===== config.mk =====
export PLATFORM = sky130hd
export DESIGN_NAME = lsu_mem_ctrl
export DESIGN_NICKNAME = d
export VERILOG_FILES = /design/src/rtl/lsu_mem_ctrl.sv
export SDC_FILE = /design/constraint.sdc
export NUM_CORES = 1
export LEC_CHECK = 0
export CORE_AREA = 2 2 119 121
export CTS_BUF_LIST = sky130_fd_sc_hd__clkbuf_4 sky130_fd_sc_hd__clkbuf_8 sky130_fd_sc_hd__clkbuf_16
export CTS_CLUSTER_DIAMETER = 40
export DETAILED_ROUTE_END_ITERATION = 12
export DIE_AREA = 0 0 121 123
export PLACE_DENSITY = 0.76
export SLEW_MARGIN = 10
export SYNTH_ARGS = -nofsm -noshare
export SYNTH_HDL_FRONTEND = slang
export SYNTH_SLANG_ARGS = --single-unit

===== constraint.sdc =====
create_clock -name clk_i -period 1.9 [get_ports clk_i]
set_input_delay 0.285 -clock clk_i [delete_from_list [all_inputs] [get_ports clk_i]]
set_output_delay 0.285 -clock clk_i [all_outputs]
set_load 0.05 [all_outputs]

===== src/rtl/lsu_mem_ctrl.sv =====
// Load/store unit: turns an execute-stage load/store into a req/gnt/rvalid
// transaction on the data memory port. It stalls the core while the access
// is in flight and returns sign/zero-extended load data.
module lsu_mem_ctrl #(
  parameter int unsigned DWIDTH  = 32,
  parameter int unsigned AWIDTH  = 32,
  parameter int unsigned TIMEOUT = 16
) (
  input  logic              clk_i,
  input  logic              rst_ni,
  input  logic              memren_i,
  input  logic              memwren_i,
  input  logic [2:0]        funct3_i,
  input  logic [AWIDTH-1:0] addr_i,
  input  logic [DWIDTH-1:0] wdata_i,
  output logic              stall_o,
  output logic [DWIDTH-1:0] rdata_o,
  output logic              rdata_valid_o,
  output logic              err_o,
  output logic              mem_req_o,
  output logic              mem_we_o,
  output logic [AWIDTH-1:0] mem_addr_o,
  output logic [3:0]        mem_be_o,
  output logic [DWIDTH-1:0] mem_wdata_o,
  input  logic              mem_gnt_i,
  input  logic              mem_rvalid_i,
  input  logic [DWIDTH-1:0] mem_rdata_i
);

  localparam logic [1:0] IDLE = 2'd0;
  localparam logic [1:0] REQ  = 2'd1;
  localparam logic [1:0] WAIT = 2'd2;
  localparam logic [1:0] DONE = 2'd3;

  localparam int unsigned CW = (TIMEOUT > 1) ? $clog2(TIMEOUT + 1) : 1;

  logic [1:0]        state_q, state_d;
  logic [CW-1:0]     cnt_q, cnt_d;
  logic              we_q;
  logic [AWIDTH-1:0] addr_q;
  logic [3:0]        be_q;
  logic [DWIDTH-1:0] wdata_q;
  logic [2:0]        f3_q;
  logic [1:0]        off_q;
  logic [DWIDTH-1:0] rdata_q;

  logic              legal;
  logic [3:0]        be_d;
  logic [DWIDTH-1:0] wdata_d;
  logic [DWIDTH-1:0] shifted;
  logic [DWIDTH-1:0] ext_data;
  logic              timeout_hit;

  // Request legality: conflicting strobes, unsupported funct3, misalignment
  always_comb begin
    legal = 1'b1;
    if (memren_i && memwren_i) begin
      legal = 1'b0;
    end else if (memren_i) begin
      legal = funct3_i inside {3'b000, 3'b001, 3'b010, 3'b100, 3'b101};
    end else if (memwren_i) begin
      legal = funct3_i inside {3'b000, 3'b001, 3'b010};
    end
    if (funct3_i[1:0] == 2'b10 && addr_i[1:0] != 2'b00) legal = 1'b0;
    if (funct3_i[1:0] == 2'b01 && addr_i[0]) legal = 1'b0;
  end

  // Byte enables and lane-replicated store data
  always_comb begin
    be_d    = 4'b1111;
    wdata_d = wdata_i;
    if (memwren_i) begin
      case (funct3_i[1:0])
        2'b00: begin
          be_d    = 4'b0001 << addr_i[1:0];
          wdata_d = {4{wdata_i[7:0]}};
        end
        2'b01: begin
          be_d    = addr_i[1] ? 4'b1100 : 4'b0011;
          wdata_d = {2{wdata_i[15:0]}};
        end
        default: ;
      endcase
    end
  end

  // Align the addressed lane to bit 0 and extend per the registered funct3
  always_comb begin
    shifted = mem_rdata_i >> {off_q, 3'b000};
    case (f3_q)
      3'b000:  ext_data = {{24{shifted[7]}}, shifted[7:0]};
      3'b001:  ext_data = {{16{shifted[15]}}, shifted[15:0]};
      3'b100:  ext_data = {24'd0, shifted[7:0]};
      3'b101:  ext_data = {16'd0, shifted[15:0]};
      default: ext_data = shifted;
    endcase
  end

  // A real rvalid in the last allowed WAIT cycle still wins over the abort
  assign timeout_hit = (TIMEOUT != 0) && (cnt_q == CW'(TIMEOUT - 1)) && !mem_rvalid_i;

  // Next state, stall and error; stall/err are forced low while in reset
  always_comb begin
    state_d = state_q;
    cnt_d   = '0;
    stall_o = 1'b0;
    err_o   = 1'b0;
    case (state_q)
      IDLE: begin
        if (memren_i || memwren_i) begin
          if (legal) begin
            stall_o = 1'b1;
            state_d = REQ;
          end else begin
            err_o = 1'b1;
          end
        end
      end
      REQ: begin
        stall_o = 1'b1;
        if (mem_gnt_i) state_d = we_q ? DONE : WAIT;
      end
      WAIT: begin
        stall_o = 1'b1;
        if (mem_rvalid_i) begin
          state_d = DONE;
        end else if (timeout_hit) begin
          // Release the core so it does not re-issue the aborted access
          stall_o = 1'b0;
          err_o   = 1'b1;
          state_d = IDLE;
        end else begin
          cnt_d = cnt_q + 1'b1;
        end
      end
      default: state_d = IDLE;
    endcase
    if (!rst_ni) begin
      stall_o = 1'b0;
      err_o   = 1'b0;
    end
  end

  // State, timeout counter and captured request fields
  always_ff @(posedge clk_i or negedge rst_ni) begin
    if (!rst_ni) begin
      state_q <= IDLE;
      cnt_q   <= '0;
      we_q    <= 1'b0;
      addr_q  <= '0;
      be_q    <= '0;
      wdata_q <= '0;
      f3_q    <= '0;
      off_q   <= '0;
      rdata_q <= '0;
    end else begin
      state_q <= state_d;
      cnt_q   <= cnt_d;
      if (state_q == IDLE && (memren_i || memwren_i) && legal) begin
        we_q    <= memwren_i;
        addr_q  <= {addr_i[AWIDTH-1:2], 2'b00};
        be_q    <= be_d;
        wdata_q <= wdata_d;
        f3_q    <= funct3_i;
        off_q   <= addr_i[1:0];
      end
      if (state_q == WAIT && mem_rvalid_i) rdata_q <= ext_data;
    end
  end

  assign mem_req_o     = (state_q == REQ);
  assign mem_we_o      = we_q;
  assign mem_addr_o    = addr_q;
  assign mem_be_o      = be_q;
  assign mem_wdata_o   = wdata_q;
  assign rdata_o       = rdata_q;
  assign rdata_valid_o = (state_q == DONE) && !we_q;

endmodule

==> results of run 1 <==
cells by family (layout without fill, tap and decap cells):
family | count (synthesis) | after routing | synth area share, %
other cells | 1 | 2 | 0.07072
mux | 114 | 114 | 23.60
fa+ha+maj | 1 | 1 | 0.2359
xor+xnor | 2 | 2 | 0.3304
simple gates | 130 | 130 | 11.94
flops | 111 | 111 | 52.38
compound gates | 64 | 64 | 7.339
buf+inv | 40 | 285 | 4.106
worst paths after layout:
kind	start	end	slack (ns)	cells after the start
max in group asynchronous	rst_ni	off_q[0]	0.59	3
max reg2reg	off_q[0]	rdata_o[20]	0.01	5
min	rst_ni	mem_addr_o[20]	0.35	2
min reg2reg	rdata_o[0]	rdata_o[0]	0.48	2
min in group clk_i	mem_rvalid_i	cnt_q[2]	0.38	2
max	cnt_q[0]	stall_o	-0.20	7
state kept, by name, indices dropped and copies added, names as in the netlist:
signal       cells
mem_wdata_o     32
rdata_o         32
mem_addr_o      30
cnt_q            5
mem_be_o         4
f3_q             3
off_q            2
state_q          2
mem_we_o         1
worst reg2reg max path: stages, from the launching register on:
cell and delay [ns]:
dfrtp_2 0.46, mux2i_2 0.18, mux4_2 0.50, or4_4 0.45, buf_6 0.16, nand3_1 0.08
area by class of cell:
type / count / area [um2] / area share (%)
flip-flops and latches: 111 / 2779 / 32.79
inverters: 12 / 45.04 / 0.5315
repair buffers: 257 / 2606 / 30.75
well taps: 180 / 225.2 / 2.658
clock buffers: 10 / 239.0 / 2.820
multi-input cells: 313 / 2472 / 29.17
clock inverters: 6 / 107.6 / 1.270
cell usage after synthesis (6+ instances only):
master / n
o21ai_0: 23
clkbuf_1: 10
a21oi_1: 25
mux2_2: 43
and2_1: 8
nand2_1: 43
dfrtp_1: 111
nor2_1: 39
nand3_1: 16
inv_1: 12
a221o_1: 9
mux2i_1: 35
mux2_1: 35
nor2b_1: 6
buf_6: 7
through the flow:
| stage | TNS, ns | power [mW] | hold slack, ns | utilization [%] |
|---|---|---|---|---|
| floorplan | -0.03304 | 9.899 | -0.01059 | - |
| global placement | -27.03 | 12.99 | 0.1251 | 57.42 |
| detailed placement | -30.72 | 13.18 | 0.1247 | 57.42 |
| CTS | -0.4449 | 15.51 | 0.3450 | 61.67 |
| global route | -0.7097 | 16.18 | 0.3531 | 62.26 |
| finish | -0.3715 | 15.47 | 0.3484 | 62.26 |
report_power, final:
part	switching, mW	internal, mW	total [mW]	leakage, nW
Sequential	0.700	3.49	4.19	1.34
Clock	0.851	1.32	2.17	0.168
Combinational	5.73	3.38	9.11	2.15
what timing repair did:
action,CTS,global route
hold endpoints to repair,8,0
pin swaps,5,5
cloned,2,0
buffers inserted,4,2
resized for setup,38,16
hold buffers,1,0
setup endpoints to repair,31,56
layer usage:
layer	up-vias	routed length (um)	global-route usage, %
li1	2095	-	-
met3	30	804	4.059
met5	-	0	0
met2	153	7962	37.32
met4	0	483	9.593
met1	2190	6325	25.26
==> flow_summary.json, run 1 <==
{
  "clk_pin_slew_ns": 0.07,
  "synth_edf_count": 0,
  "die_w_um": 121,
  "via_count": 4468,
  "dp_slack_ns": -0.4875,
  "slowest_stage": "dfrtp_1",
  "p_per_area_mw_per_mm2": 1826,
  "syn_inst": 463,
  "fin_ws_ns": -0.1973,
  "final_cell_area_mm2": 0.008474,
  "setup_viol": 2,
  "grt_pass1_vias": 4852,
  "synthTopCellsByArea": "dfrtp_1 (52%), mux2_2 (9.1%), mux2_1 (7.4%)",
  "critical_path_arrival_ns": 1.81,
  "tightest_slew_ns": 0.7304,
  "drt_first_pass_iters": 4,
  "status": "finished, violations left",
  "required_ns": 1.62,
  "max-cap-violations": 0,
  "final_common_cell": "clkdlybuf4s50_1",
  "synth_cell_types": 41,
  "end_kind": "output pin",
  "fillers": 1062,
  "fin_cells": 889,
  "start_util_pct": 38.96,
  "synth_warnings": 0,
  "grt_pass1_wl_mm": 24.76,
  "drv_slew": 0,
  "dieArea_mm2": 0.01488,
  "synth_area_mm2": 0.005303,
  "clock-sinks": 111,
  "max_freq_mhz": 476.8,
  "dp_hpwl_mm": 11.51,
  "path_buf_inv": 2,
  "clk_latency_ns": 0.35,
  "via_per_inst": 5.026,
  "avgSynthCellArea_um2": 11.45,
  "cts_buffers": 9,
  "violations": "setup timing",
  "drc": 0,
  "die_h_um": 123,
  "synthFlopType": "dfrtp_1",
  "synth_top_area_share_pct": 52.38,
  "ir_worst_vdd_mv": 1.065,
  "cts_max_path_buffers": 2,
  "layout_min_cycle_time_ns": 2.097,
  "crit_family": "flip-flops",
  "worstSetupPathType": "flip-flop to output pin",
  "crit_path_max_fanout": 4,
  "wl_per_cell_um": 17.52,
  "rsz0062_at_grt": "yes",
  "nets": 810,
  "max_stage_delay_ns": 0.41,
  "relSlewSlack_pct": 51.31,
  "ys_ff_latch": 111,
  "track_usage_pct": 21.23,
  "yosys.area.top_type": "dfrtp_1",
  "portBuffers": 207,
  "htree_num_levels": 3,
  "rows": 43,
  "yosysSeqAreaShare_pct": 52.38,
  "ioPinCount": 210,
  "overflow": 0,
  "start_kind": "flip-flop",
  "layout_common_cells": "clkdlybuf4s50_1 (192), dfrtp_1 (110), nand2_1 (43), mux2_2 (43), buf_4 (38)",
  "cts-root-buf": "clkbuf_16",
  "fin_skew_ns": 0.006805,
  "initialDrtViolationCount": 222,
  "core_mm2": 0.01361,
  "fin_crit_sh_pct": 110.4,
  "dp.cells": 864,
  "place_congestion": 0.8759,
  "drt-total-wl_mm": 15.58,
  "hold_violations": 0,
  "cts_tree": "built",
  "hold_path_class": "input port to async pin",
  "crit_chain": "ha_4 > nand3_4 > nor3_4 > buf_4 > nor2_2 > o31a_1 > buf_6",
  "diodes": 0,
  "place_area_mm2": 0.007816,
  "grt_max_degree": 59,
  "drive_above_1_share_pct": 20.87,
  "leakagePower_nw": 3.661,
  "area_growth_pct": 59.82,
  "drt.antenna.violating_nets": 0,
  "async_reset_ff_share_pct": 100.0,
  "antenna_found_initial": 0
}
Power figures use the tool's default switching activity.
==> run 2: changes to the inputs <==
Settings changed: CELL_PAD_IN_SITES_DETAIL_PLACEMENT from default to 0, CELL_PAD_IN_SITES_GLOBAL_PLACEMENT from default to 2, CORE_AREA 2 2 119 121 to 2 2 152 154, DIE_AREA 0 0 121 123 to 0 0 154 156, PLACE_DENSITY 0.76 to default, PLACE_DENSITY_LB_ADDON from default to 0.1.
==> run 2 against run 1 <==
  * The flow still finishes with violations (setup timing)
  * Global-route usage fell by 6.7 points
  * Die area rose by 61%
  * Largest cell class unchanged
  * Largest power group unchanged
  * Setup slack got worse by 0.035 ns
==> flow_summary.json, run 2 (synthesis gave the netlist of run 1 again) <==
{
  "status": "finished, violations left",
  "violations": "setup timing",
  "r2r_cells": 5,
  "die_h_um": 156,
  "final_common_cell": "clkdlybuf4s50_1",
  "wl_per_cell_um": 17.30,
  "hold_violations": 0,
  "relSlewSlack_pct": 58.72,
  "final_cell_area_mm2": 0.008531,
  "fin_skew_ns": 0.01311,
  "drive_above_1_share_pct": 23.81,
  "via_per_inst": 4.416,
  "cts_max_path_buffers": 2,
  "initialDrtViolationCount": 149,
  "tightest_slew_ns": 0.6192,
  "worstSetupPathType": "flip-flop to output pin",
  "fin_ws_ns": -0.2327,
  "grt_pass1_wl_mm": 26.93,
  "start_util_pct": 23.71,
  "drv_slew": 0,
  "ioPinCount": 210,
  "layout_common_cells": "clkdlybuf4s50_1 (174), dfrtp_1 (110), buf_4 (62)",
  "rsz0062_at_grt": "yes",
  "clk_latency_ns": 0.36,
  "fin_crit_sh_pct": 112.2,
  "cts_buffers": 9,
  "slowest_stage": "dfrtp_1",
  "place_congestion": 0.7249,
  "critical_path_arrival_ns": 1.85,
  "overflow": 0,
  "start_kind": "flip-flop",
  "nets": 815,
  "cts_tree": "built",
  "required_ns": 1.62,
  "drt_first_pass_iters": 4,
  "clock-sinks": 111,
  "drt-total-wl_mm": 17.30,
  "end_kind": "output pin",
  "drt.antenna.violating_nets": 0,
  "setup_viol": 2,
  "rows": 55,
  "track_usage_pct": 14.50,
  "ir_worst_vdd_mv": 0.7428,
  "hold_path_class": "input port to async pin",
  "dieArea_mm2": 0.02402,
  "grt_max_degree": 109,
  "p_total_mw": 15.21,
  "grt_pass1_vias": 4772,
  "via_count": 4416,
  "htree_num_levels": 3,
  "max_stage_delay_ns": 0.40,
  "max_freq_mhz": 468.9,
  "crit_chain": "ha_4 > nand3_4 > nor4_4 > buf_4 > a221oi_2 > nor4b_4 > buf_12",
  "antenna_found_initial": 2,
  "max-cap-violations": 0,
  "area_growth_pct": 60.88,
  "p_per_area_mw_per_mm2": 1783,
  "layout_min_cycle_time_ns": 2.133,
  "drc": 0,
  "dp_hpwl_mm": 12.54,
  "place_area_mm2": 0.007930,
  "core_mm2": 0.02237,
  "portBuffers": 207,
  "crit_path_max_fanout": 4,
  "clk_pin_slew_ns": 0.07,
  "cts-root-buf": "clkbuf_16",
  "die_w_um": 154,
  "leakagePower_nw": 3.694
}
## run 2: cell count changes in the layout (fill, tap and decap cells not counted), sizes merged
cell	change
buf	+24
bufinv	-3
clkdlybuf4s15	-3
clkdlybuf4s50	-18
clkinv	+1
diode	+1
dlygate4sd2	+1
inv	+3
## run 2: per-stage QoR
step | hold slack [ns] | setup slack (ns) | TNS (ns) | utilization (%) | instances
floorplan | -0.01059 | -0.03304 | -0.03304 | - | 464
global placement | 0.1100 | -0.4234 | -31.51 | 35.46 | 973
detailed placement | 0.1100 | -0.5605 | -41.76 | 35.46 | 973
CTS | 0.3866 | -0.3604 | -0.6177 | 37.77 | 998
global route | 0.3833 | -0.3594 | -0.6757 | 38.14 | 1000
finish | 0.3631 | -0.2327 | -0.3772 | 38.14 | 1000
## run 2: timing repair
item | 4_1_cts | 5_1_grt
setup buffers | 6 | 1
endpoints found under the setup margin | 73 | 19
endpoints found under the hold margin | 3 | 0
gates cloned | 3 | 0
hold buffers | 1 | 0
gates resized for setup | 35 | 18
pin swaps | 4 | 3
## run 2: path summary, 6_finish.rpt
| check | startpoint | endpoint | slack, ns |
|---|---|---|---|
| hold reg to reg | rdata_o[5] | rdata_o[5] | 0.48 |
| max in group asynchronous | rst_ni | cnt_q[1] | 0.72 |
| setup reg to reg | off_q[0] | rdata_o[19] | 0.04 |
| min in group clk_i | funct3_i[0] | f3_q[0] | 0.43 |
| hold / removal | rst_ni | mem_we_o | 0.36 |
| setup / recovery | cnt_q[0] | err_o | -0.23 |
## run 2: power breakdown
part | internal [mW] | switching, mW | total (mW) | leakage (nW)
logic | 3.39 | 5.74 | 9.13 | 2.21
registers | 3.48 | 0.697 | 4.18 | 1.34
clock network | 0.923 | 0.983 | 1.91 | 0.140
## run 2: area by class of cell
type	count	area (um2)
clock buffers	9	225.2
inverters	12	45.04
clock inverters	7	65.06
multi-input cells	313	2457
well taps	285	356.6
fillers	2234	13830
flip-flops and latches	111	2779
diodes	1	2.502
repair buffers	262	2600
## run 2: worst max-delay path, delay by kind of cell (launching register included)
kind	cells	cell delay (ns)
DFF	1	0.40
buffers and inverters	2	0.33
adders and majority gates	1	0.17
and+or+nand+nor	3	0.56
AOI/OAI and AO/OA	1	0.04
## run 2: layer usage
metal,vias to the layer above,GRT usage (%),wire [um]
li1,2120,-,-
met1,2123,18.12,7562
met2,156,23.75,8149
met3,17,5.222,1332
met4,0,3.961,261
met5,-,0,0
